$ cat src/rtl/lattice_seq_pkg.sv
// lattice_seq_pkg: shared FSM encoding, LFSR polynomial and helper for the lattice test sequencer
package lattice_seq_pkg;
  typedef enum logic [2:0] {IDLE = 3'd0, LOAD = 3'd1, WAIT = 3'd2, CHECK = 3'd3, FIN = 3'd4} seqState_e;
  localparam logic [31:0] LFSR_POLY = 32'h80200003;
  localparam logic [15:0] NO_ERR_IDX = 16'hFFFF;
  function automatic logic [31:0] lfsrNext(input logic [31:0] x);
    return (x >> 1) ^ (x[0] ? LFSR_POLY : 32'd0);
  endfunction
endpackage

$ cat src/rtl/lattice_golden.sv
// lattice_golden: closed-form response of DEPTH serial XOR/NOT stages on IO_PAIRS bit pairs
module lattice_golden #(
  parameter int IO_PAIRS = 8,
  parameter int DEPTH = 1
) (
  input  logic [2*IO_PAIRS-1:0] vecIn,
  output logic [2*IO_PAIRS-1:0] expOut
);
  localparam logic depthOdd = 1'(DEPTH % 2);
  localparam logic depthHalf = 1'((DEPTH / 2) % 2);
  for (genvar p = 0; p < IO_PAIRS; p++) begin : g_pair
    assign expOut[2*p] = vecIn[2*p] ^ depthOdd;
    assign expOut[2*p+1] = vecIn[2*p+1] ^ (depthOdd & vecIn[2*p]) ^ depthHalf;
  end
endmodule

$ cat src/rtl/lattice_test_sequencer.sv
// lattice_test_sequencer: drives LFSR vectors into a lattice, checks responses, reports pass/errors
module lattice_test_sequencer import lattice_seq_pkg::*; #(
  parameter int IO_PAIRS = 8,
  parameter int DEPTH = 1,
  parameter int SETTLE = 2,
  parameter int NUM_VECTORS = 256
) (
  input  logic                  clk,
  input  logic                  rst,
  input  logic                  start,
  input  logic                  abort,
  input  logic [31:0]           seed,
  output logic [2*IO_PAIRS-1:0] lat_in,
  input  logic [2*IO_PAIRS-1:0] lat_out,
  output logic                  busy,
  output logic                  done,
  output logic                  pass,
  output logic [15:0]           err_count,
  output logic [15:0]           first_err_idx
);
  localparam int W = 2 * IO_PAIRS;
  seqState_e state;
  logic [31:0] lfsr;
  logic [15:0] idx;
  logic [7:0] waitCnt;
  logic aborted, passHeld, mismatch;
  logic [W-1:0] latOutQ, expOut;
  lattice_golden #(.IO_PAIRS(IO_PAIRS), .DEPTH(DEPTH)) uGolden (.vecIn(lat_in), .expOut(expOut));
  assign mismatch = latOutQ != expOut;
  assign busy = state != IDLE;
  assign done = state == FIN;
  assign pass = done ? (err_count == 16'd0 && !aborted) : passHeld;
  // lat_out is captured one edge before CHECK so the sample lands SETTLE cycles after lat_in moves
  always_ff @(posedge clk) latOutQ <= lat_out;
  always_ff @(posedge clk) begin
    if (rst) begin
      state <= IDLE;
      lat_in <= '0;
      err_count <= '0;
      first_err_idx <= NO_ERR_IDX;
      lfsr <= 32'd1;
      idx <= '0;
      waitCnt <= '0;
      aborted <= 1'b0;
      passHeld <= 1'b0;
    end else if (state == IDLE) begin
      if (start) begin
        state <= LOAD;
        lfsr <= seed == '0 ? 32'd1 : seed;
        idx <= '0;
        err_count <= '0;
        first_err_idx <= NO_ERR_IDX;
        aborted <= 1'b0;
        passHeld <= 1'b0;
      end
    end else if (abort && state != FIN) begin
      state <= FIN;
      aborted <= 1'b1;
    end else begin
      case (state)
        LOAD: begin
          lat_in <= lfsr[W-1:0];
          waitCnt <= 8'(SETTLE - 1);
          state <= WAIT;
        end
        WAIT: begin
          if (waitCnt == 8'd0) state <= CHECK;
          else waitCnt <= waitCnt - 8'd1;
        end
        CHECK: begin
          if (mismatch && err_count != 16'hFFFF) err_count <= err_count + 16'd1;
          if (mismatch && err_count == 16'd0) first_err_idx <= idx;
          lfsr <= lfsrNext(lfsr);
          idx <= idx + 16'd1;
          state <= (idx == 16'(NUM_VECTORS - 1)) ? FIN : LOAD;
        end
        default: begin
          passHeld <= pass;
          state <= IDLE;
        end
      endcase
    end
  end
endmodule

$ cat config.mk
export PLATFORM = sky130hd
export DESIGN_NAME = lattice_test_sequencer
export DESIGN_NICKNAME = d
export VERILOG_FILES = /design/src/rtl/lattice_seq_pkg.sv /design/src/rtl/lattice_golden.sv /design/src/rtl/lattice_test_sequencer.sv
export SDC_FILE = /design/constraint.sdc
export NUM_CORES = 1
export LEC_CHECK = 0
export ABC_AREA = 1
export CORE_MARGIN = 4
export CORE_UTILIZATION = 48
export CTS_CLUSTER_DIAMETER = 100
export DETAILED_ROUTE_END_ITERATION = 12
export PLACE_DENSITY = 0.74
export SYNTH_ARGS = -nofsm -noshare
export SYNTH_HDL_FRONTEND = slang
export SYNTH_SLANG_ARGS = --single-unit
$ cat constraint.sdc
create_clock -name clk -period 2.15 [get_ports clk]
set_input_delay 0.43 -clock clk [delete_from_list [all_inputs] [get_ports clk]]
set_output_delay 0.43 -clock clk [all_outputs]
set_load 0.02 [all_outputs]
==> results by group <==
Die
  – Area of the core: 12000 um^2
  – Initial Util: 49.1%
  – Die W: 119 um
  – Die H: 119 um
  – Row count: 40
  – Top-Level Pins: 103
  – Die area: 14100 um^2

Synthesis
  – Syn Nets: 906
  – Unique masters post-synth: 36
  – Yosys warning count: 0
  – Most area-hungry cell type in the Yosys netlist: dfxtp_1
  – #FFs+latches synth: 125
  – Syn avg cell area: 6.95 um^2
  – Synthesized instance count: 849
  – Ranking of synthesized cells by area: dfxtp_1 42%, nand2_1 12%, a21oi_1 8.8%
  – Synth top area share: 42.4%
  – Sequential fraction of the synthesis area: 42.4%
  – Syn Std Cell Area: 5900 um^2

Hold path
  – Tightest Hold Check Type: reg2reg

Cells and area
  – Post-Layout Cell Count: 1133
  – Share of layout cells above drive strength 1: 9.74%
  – Fillers: 1040
  – Fin nets: 1031
  – Commonest non-fill, non-tap cells in the layout: 194 x nand2_1, 125 x dfxtp_1, 104 x a21oi_1
  – Synthesis-to-layout area growth: 34.9%
  – # diodes: 0
  – Final Cell Area: 7960 um^2
  – Commonest non-fill, non-tap cell in the layout: nand2_1

Routing
  – DRC: 0
  – Initial DRC Count: 523
  – DRT Wirelength: 16000 um
  – DR vias/cell: 5.33
  – Per-cell routed wire length: 14.1 um
  – Final ANT Viol Nets: 0
  – DR vias: 6044
  – TritonRoute pass-1 iters: 5

Timing
  – Worst slew pin tran: 0.528 ns
  – Fin. max-slew vios: 0
  – Crit path time final: 2.04 ns
  – RSZ-0062 raised after global routing: no
  – Worst slew margin: 64.8%
  – PnR worst setup slack: 0.108 ns
  – Final Hold Fails: 0
  – Fmax: 490 MHz
  – Fin crit share: 95.0%
  – Setup TNS: 0 ns
  – Worst Skew: 0.00544 ns
  – Final Setup Violations: 0

Placed design
  – Placed Instances: 1102
  – HPWL after DPL: 11200 um
  – Port-buffer cells: 102
  – Dpl ws: -0.0112 ns
  – Area post-placement: 7310 um^2
  – Routability cong.: 0.939

Clocking
  – Root Buffer: clkbuf_16
  – Setup Fix Bufs, Post-CTS: 0
  – CTS tree: yes
  – Total CTS buffers: 17
  – Clock latency on the worst-skew pair: 0.41 ns
  – Clock-pin slew on the worst setup and hold paths: 0.05 ns
  – Num Clock Sinks: 125
  – Hold Buf Count CTS: 0
  – H-tree Lvls: 4
  – Clock tree buffer depth: 2

Setup path
  – Setup crit start: err_count[0]
  – RR Startpoint: err_count[0]
  – Worst EP required: 2.48 ns
  – CP Launch Type: register
  – Crit end category: register
  – FF-to-FF path depth: 12
  – Critical path type: reg2reg
  – Reg2reg end: err_count[4]
  – CP arrival: 2.38 ns
  – Worst-path fanout max: 15
  – R2R Setup Slk: 0.11 ns
  – Setup crit end: err_count[4]

Global routing
  – First-pass GRT wire length: 26900 um
  – Largest net degree at the start of global routing: 53
  – Initial antenna violation count: 0
  – Vias in the first global route: 5844
  – Congestion Overflow GR: 0
  – Gr usage total: 23.0%

Outcome
  – Status: complete, no violations

Pwr
  – Max rail drop VDD: 0.615 mV
  – Overall Power: 0.00826 W
  – Power Dens Cells: 1040 nW/um^2
  – Leakage power: 3.29 nW

Run
  – Maximum capacitance violations: 0
## area by class of cell
cell class                 instances  area [um^2]  share of cell area [%]
inverter                          71          267                    3.35
multi-input combinational        612         2960                    37.2
tap                              147          184                    2.31
clock buffer                      25          505                    6.35
clock inverter                     6          130                    1.64
timing repair buffer             147         1410                    17.7
sequential                       125         2500                    31.5
## worst min-delay path by stage
stage                      from          endpoint  slack, ns  depth (start not counted)
6_report       first_err_idx[0]  first_err_idx[0]       0.46                          2
5_1_grt             lat_out[14]       latOutQ[14]       0.44                          1
4_1_cts             lat_out[14]       latOutQ[14]       0.45                          1
3_5_place_dp   first_err_idx[0]  first_err_idx[0]       0.45                          2
3_3_place_gp   first_err_idx[0]  first_err_idx[0]       0.44                          2
2_1_floorplan        waitCnt[0]        waitCnt[0]       0.43                          1
## kinds of logic after synthesis
group                    count (synthesis)  share of synthesized area [%]
flip-flops                             125                           42.4
XOR/XNOR                                21                           3.12
buffers and inverters                  112                           7.49
adder cells (fa/ha/maj)                  5                           1.06
AND/OR/NAND/NOR                        401                           29.3
AO/OA/AOI/OAI                          185                           16.6
## critical path, cell delays in order, from the launching register on
cell and delay, ns:
dfxtp_1 0.33, buf_4 0.14, ha_1 0.19, nand2_1 0.10, nor3_2 0.19, nand2_1 0.07, nor2_1 0.09, nand3_1 0.11
nand2_1 0.13, nand2_4 0.11, nand2_4 0.19, nand2_1 0.12, a21oi_1 0.17
## flip-flops by register name (all words and copies together), names as in the netlist
| signal | count |
|---|---|
| idx | 16 |
| lfsr | 32 |
| lat_in | 16 |
| err_count | 16 |
| state | 3 |
| passHeld | 1 |
| waitCnt | 8 |
| first_err_idx | 16 |
| latOutQ | 16 |
| aborted | 1 |
## through the flow
stage / hold slack (ns) / util (%)
floorplan: 0.432 / -
global placement: 0.443 / 60.9
detailed placement: 0.446 / 60.9
CTS: 0.446 / 66.2
global route: 0.438 / 66.2
finish: 0.455 / 66.2
## report_power, final
group	leakage, nW	switching, W	internal (W)
Combinational	1.95	0.00135	0.000919
Sequential	1.03	0.000248	0.00268
Clock	0.313	0.000974	0.00208
## timing repair
item	in CTS	in global routing
pin swaps	0	0
endpoints found under the setup margin	3	1
resized for setup	7	4
## metal layers
layer	global-route usage, %	vias up	part of all wire, %
li1	-	3043	-
met1	29.3	2792	46
met2	38.0	184	48
met3	6.27	25	5.3
met4	7.31	0	1.6
met5	0	-	0
## cells in the mapped netlist (all sizes together)
cell type / number
xor2: 17
a221oi: 1
ha: 5
nand3: 64
inv: 71
nor3: 17
a21o: 1
nand2: 200
nor3b: 3
o22ai: 1
buf: 13
nand3b: 1
dfxtp: 125
and2: 1
nand4: 11
nor4: 2
o211ai: 11
xnor2: 4
o21ai: 60
clkbuf: 28
a21oi: 104
a211oi: 4
nor2: 102
a31oi: 2
o221ai: 1
Note: power is estimated with default switching activity, not from simulation.
==> patch 1, RTL diff (same flow settings) <==
`IO_PAIRS` is set to 8 in 2 places; all go to 7.
--- a/src/rtl/lattice_golden.sv
+++ b/src/rtl/lattice_golden.sv
@@ -1,6 +1,6 @@
 // lattice_golden: closed-form response of DEPTH serial XOR/NOT stages on IO_PAIRS bit pairs
 module lattice_golden #(
-  parameter int IO_PAIRS = 8,
+  parameter int IO_PAIRS = 7,
   parameter int DEPTH = 1
 ) (
   input  logic [2*IO_PAIRS-1:0] vecIn,
--- a/src/rtl/lattice_test_sequencer.sv
+++ b/src/rtl/lattice_test_sequencer.sv
@@ -1,6 +1,6 @@
 // lattice_test_sequencer: drives LFSR vectors into a lattice, checks responses, reports pass/errors
 module lattice_test_sequencer import lattice_seq_pkg::*; #(
-  parameter int IO_PAIRS = 8,
+  parameter int IO_PAIRS = 7,
   parameter int DEPTH = 1,
   parameter int SETTLE = 2,
   parameter int NUM_VECTORS = 256
Ports: changed (resized lat_in and lat_out); port bits go from 103 to 99. The function was not compared with the original's and may differ.
==> patch 1 against the unedited design <==
Routed wire length shrank 2.1%. Final area shrank 1.3%. Synthesized area shrank 1.8%. Critical path depth shrank 5. Worst setup slack lost 0.0020 ns. Clock power is essentially flat. Core utilization grew 1.4 points. Register-to-register slack gained 0.16 ns. Sequential cell count shrank 4. Die area shrank 1.7%. Synthesized cell count shrank 0.12%. Total power shrank 4.8%. Largest power group unchanged.
==> patch 1: results <==
[run_status]
outcome = "completed"

[routing]
drt-initial-drc-count = 437
avgViaCountPerCell = 5.31
dr.pass1.iters = 6
wire_per_inst_um = 13.8
met3_length_um = 886
met1_length_mm = 7.14
routed_wl_mm = 15.6

[place]
dp_cells = 1098
hpwl_mm = 10.8
place_area_mm2 = 0.00718

[worst_setup_path]
reg2regPathDepth = 10
critPathMaxStageDelay_ns = 0.31
critPathCapture = "pass"
cp_max_fo = 2
crit_arrival_ns = 1.61
r2r-end = "err_count[10]"
rrSetupSlack_ns = 0.27

[cts]
clk_latency_ns = 0.41
cts_resized = 8
post_cts_buffers = 1

[logic_synthesis]
synth_xor_area_frac = 0.0272
synthCells = 848
yosysSeqAreaShare = 0.418
synth.distinct_cells = 35
synth_commonest_cells = "nand2_1, dfxtp_1, a21oi_1, nor2_1, nand3_1"
synth.area.top_cells = "dfxtp_1, nand2_1, a21oi_1"
synthAdderAreaFrac = 0.0108

[final_layout]
seqCellArea_mm2 = 0.00242
clock_area_frac = 0.0809
num-multi-input-gates = 614
nonClockInverterCount = 74
num-nets-final = 1030
buf_share = 0.175
nFillCells = 1038
top_register = "lfsr"
drive_above_1_share = 0.104
buffers = 147
multi_input_area_mm2 = 0.00297
n_sequential_cell = 121

[sta]
fin_worst_skew_ns = 0.00567
slew_headroom = 0.608
timing.final.crit_share = 0.950
timing.hold.ws_ns = 0.456

[grt]
grt_pass1_wl_mm = 26.0
gr-usage-met3 = 0.0610
grtUsageMet2 = 0.364
grt_pass1_vias = 5639
use_met1 = 0.288
grt_usage = 0.226

[power]
cellLeakagePower_uw = 0.00325
peakVddDrop_uv = 769

[floorplan]
core_area_mm2 = 0.0116

[hold_path]
min_to = "first_err_idx[15]"
[patch 1: power breakdown]
part / switching, uW / total, uW / leakage, uW / internal [uW]
clock network: 966 / 3070 / 0.000307 / 2110
logic: 1190 / 2040 / 0.00195 / 846
registers: 195 / 2750 / 0.000994 / 2560
total: 2350 / 7860 / 0.00325 / 5510
[patch 1: worst max-delay path: cells and delay by family, from the launching register on]
family	cells	cell delay, ns
buf+inv	2	0.19
fa+ha+maj	1	0.13
simple gates	4	0.57
flops	1	0.31
[patch 1: metrics by stage]
| stage | setup WS (ns) | utilization | power (uW) |
|---|---|---|---|
| after floorplan | 0.295 | - | 4010 |
| after global placement | -0.0279 | 0.618 | 4760 |
| after detailed placement | -0.0949 | 0.618 | 4790 |
| after CTS | -0.0368 | 0.673 | 7880 |
| after global routing | -0.00251 | 0.676 | 8270 |
| final | 0.106 | 0.676 | 7860 |
==> patch 2, RTL diff (config.mk and constraints unchanged) <==
Without the edit above. Compare `idx` against `16'(NUM_VECTORS - 1)` with >= in place of ==.
--- a/src/rtl/lattice_test_sequencer.sv
+++ b/src/rtl/lattice_test_sequencer.sv
@@ -72,7 +72,7 @@
           if (mismatch && err_count == 16'd0) first_err_idx <= idx;
           lfsr <= lfsrNext(lfsr);
           idx <= idx + 16'd1;
-          state <= (idx == 16'(NUM_VECTORS - 1)) ? FIN : LOAD;
+          state <= (idx >= 16'(NUM_VECTORS - 1)) ? FIN : LOAD;
         end
         default: begin
           passHeld <= pass;
Formal check against the unedited RTL: no difference found for any inputs over 4 cycles, from zero or initial values and one cycle with rst high; that may be too few to reach the edited logic, so the function may still have changed.
==> patch 2 against the unedited design <==
Cell count fell by 1.2%. Total power decreased by 18%. Routed wire length decreased by 0.91%. Clock skew increased by 0.0035 ns. Sequential cell count is the same. Final area down 2.1%. Synthesized area up 0.17%. Sequential share of layout area is 0.68 points higher. Worst setup slack gained 0.018 ns. Critical path type is now reg2out. Largest cell class unchanged.
==> patch 2: results <==
[run_status]
outcome = "completed"

[power]
cellLeakagePower_uw = 0.00318
peakVddDrop_uv = 657

[logic_synthesis]
synth_commonest_cells = "nand2_1, dfxtp_1, a21oi_1, nand3_1, nor2_1"
synth.distinct_cells = 37
yosysSeqAreaShare = 0.424
synth-main-ff-cell = "dfxtp_1"
synth.area.top_cells = "dfxtp_1, nand2_1, a21oi_1"
synth.net_count = 899
syn_area_per_cell_um2 = 7.02
async_flop_share = 0
synth-warning-count = 0

[final_layout]
nFillCells = 1075
largest_reg_flops = 32
n_antenna_cell = 0
top_register = "lfsr"
drive_above_1_share = 0.102
num-nets-final = 1021

[routing]
dr.pass1.iters = 5
wire_per_inst_um = 14.1
vias = 5870
avgViaCountPerCell = 5.25
drt-initial-drc-count = 507

[sta]
slew_headroom = 0.675
fin_worst_skew_ns = 0.00891

[worst_setup_path]
crit_arrival_ns = 1.59
critPathMaxStageDelay_ns = 0.30
critical_path.top_delay_family = "simple AND/OR/NAND/NOR gates"
cp_max_fo = 2
cpMaxStageDelayCell = "dfxtp_1"

[place]
hpwl_mm = 11.0
dp_cells = 1091
dp_slack_ns = -0.0894
port-buffer-count = 102
place_congestion = 0.917

[cts]
cts.path.max_buffers = 2
cts_buffers = 17
clk_latency_ns = 0.41
htreeDepth = 4
clk_pin_slew_ns = 0.05
root_buffer = "clkbuf_16"

[hold_path]
hold_class = "in2reg"

[grt]
grt_antenna_before_repair = 0
grt_max_degree = 48
grt_pass1_vias = 5574
grt_usage = 0.231
grt_pass1_wl_mm = 26.9
==> patch 2: metrics by stage <==
stage / cell area [um2] / TNS [ns] / power, uW
finish: 7790 / 0 / 6750
global route: 7790 / -0.0372 / 7130
CTS: 7770 / 0 / 6780
detailed placement: 7270 / -0.0894 / 4340
global placement: 7270 / -0.0630 / 4320
floorplan: 5910 / 0 / 3720
==> patch 2: path summary, 6_finish.rpt <==
kind	endpoint	from	slack, ns	cells after the start
setup / recovery	pass	err_count[0]	0.13	7
hold / removal	latOutQ[13]	lat_out[13]	0.46	1
setup reg to reg	err_count[12]	err_count[0]	0.15	11
hold reg to reg	aborted	aborted	0.47	2
==> patch 2: logic make-up after synthesis <==
kind of cell / share of synthesized area
AOI/OAI and AO/OA: 0.169
xor gates and xnor gates: 0.0311
adders and majority gates: 0.0106
buffers and inverters: 0.0731
DFF: 0.424
and+or+nand+nor: 0.293
==> patch 2: power breakdown <==
group / total, uW / switching (uW) / internal [uW]
sequential: 2710 / 153 / 2550
clock: 2430 / 915 / 1520
combinational: 1600 / 958 / 647
==> patch 2: per-layer routing <==
layer  GRT usage  wire length [um]  share of wire
met1       0.291              7080           0.45
met2       0.377              7550           0.48
met3      0.0722               847          0.054
met4      0.0768               339          0.021
met5           0                 0              0
==> patch 2: cell type report <==
cell class	instances	share of cell area
Multi-Input combinational cell	611	0.384
Sequential cell	125	0.321
Timing Repair Buffer	144	0.176
Clock buffer	24	0.0619
Inverter	65	0.0320
Tap cell	147	0.0236
Clock inverter	3	0.00193
==> patch 2: repair_timing <==
item / 4_1_cts / 5_1_grt
pin swaps: 1 / 1
setup buffers: 0 / 1
setup endpoints to repair: 3 / 2
resized for setup: 10 / 2
hold endpoints to repair: 0 / 0
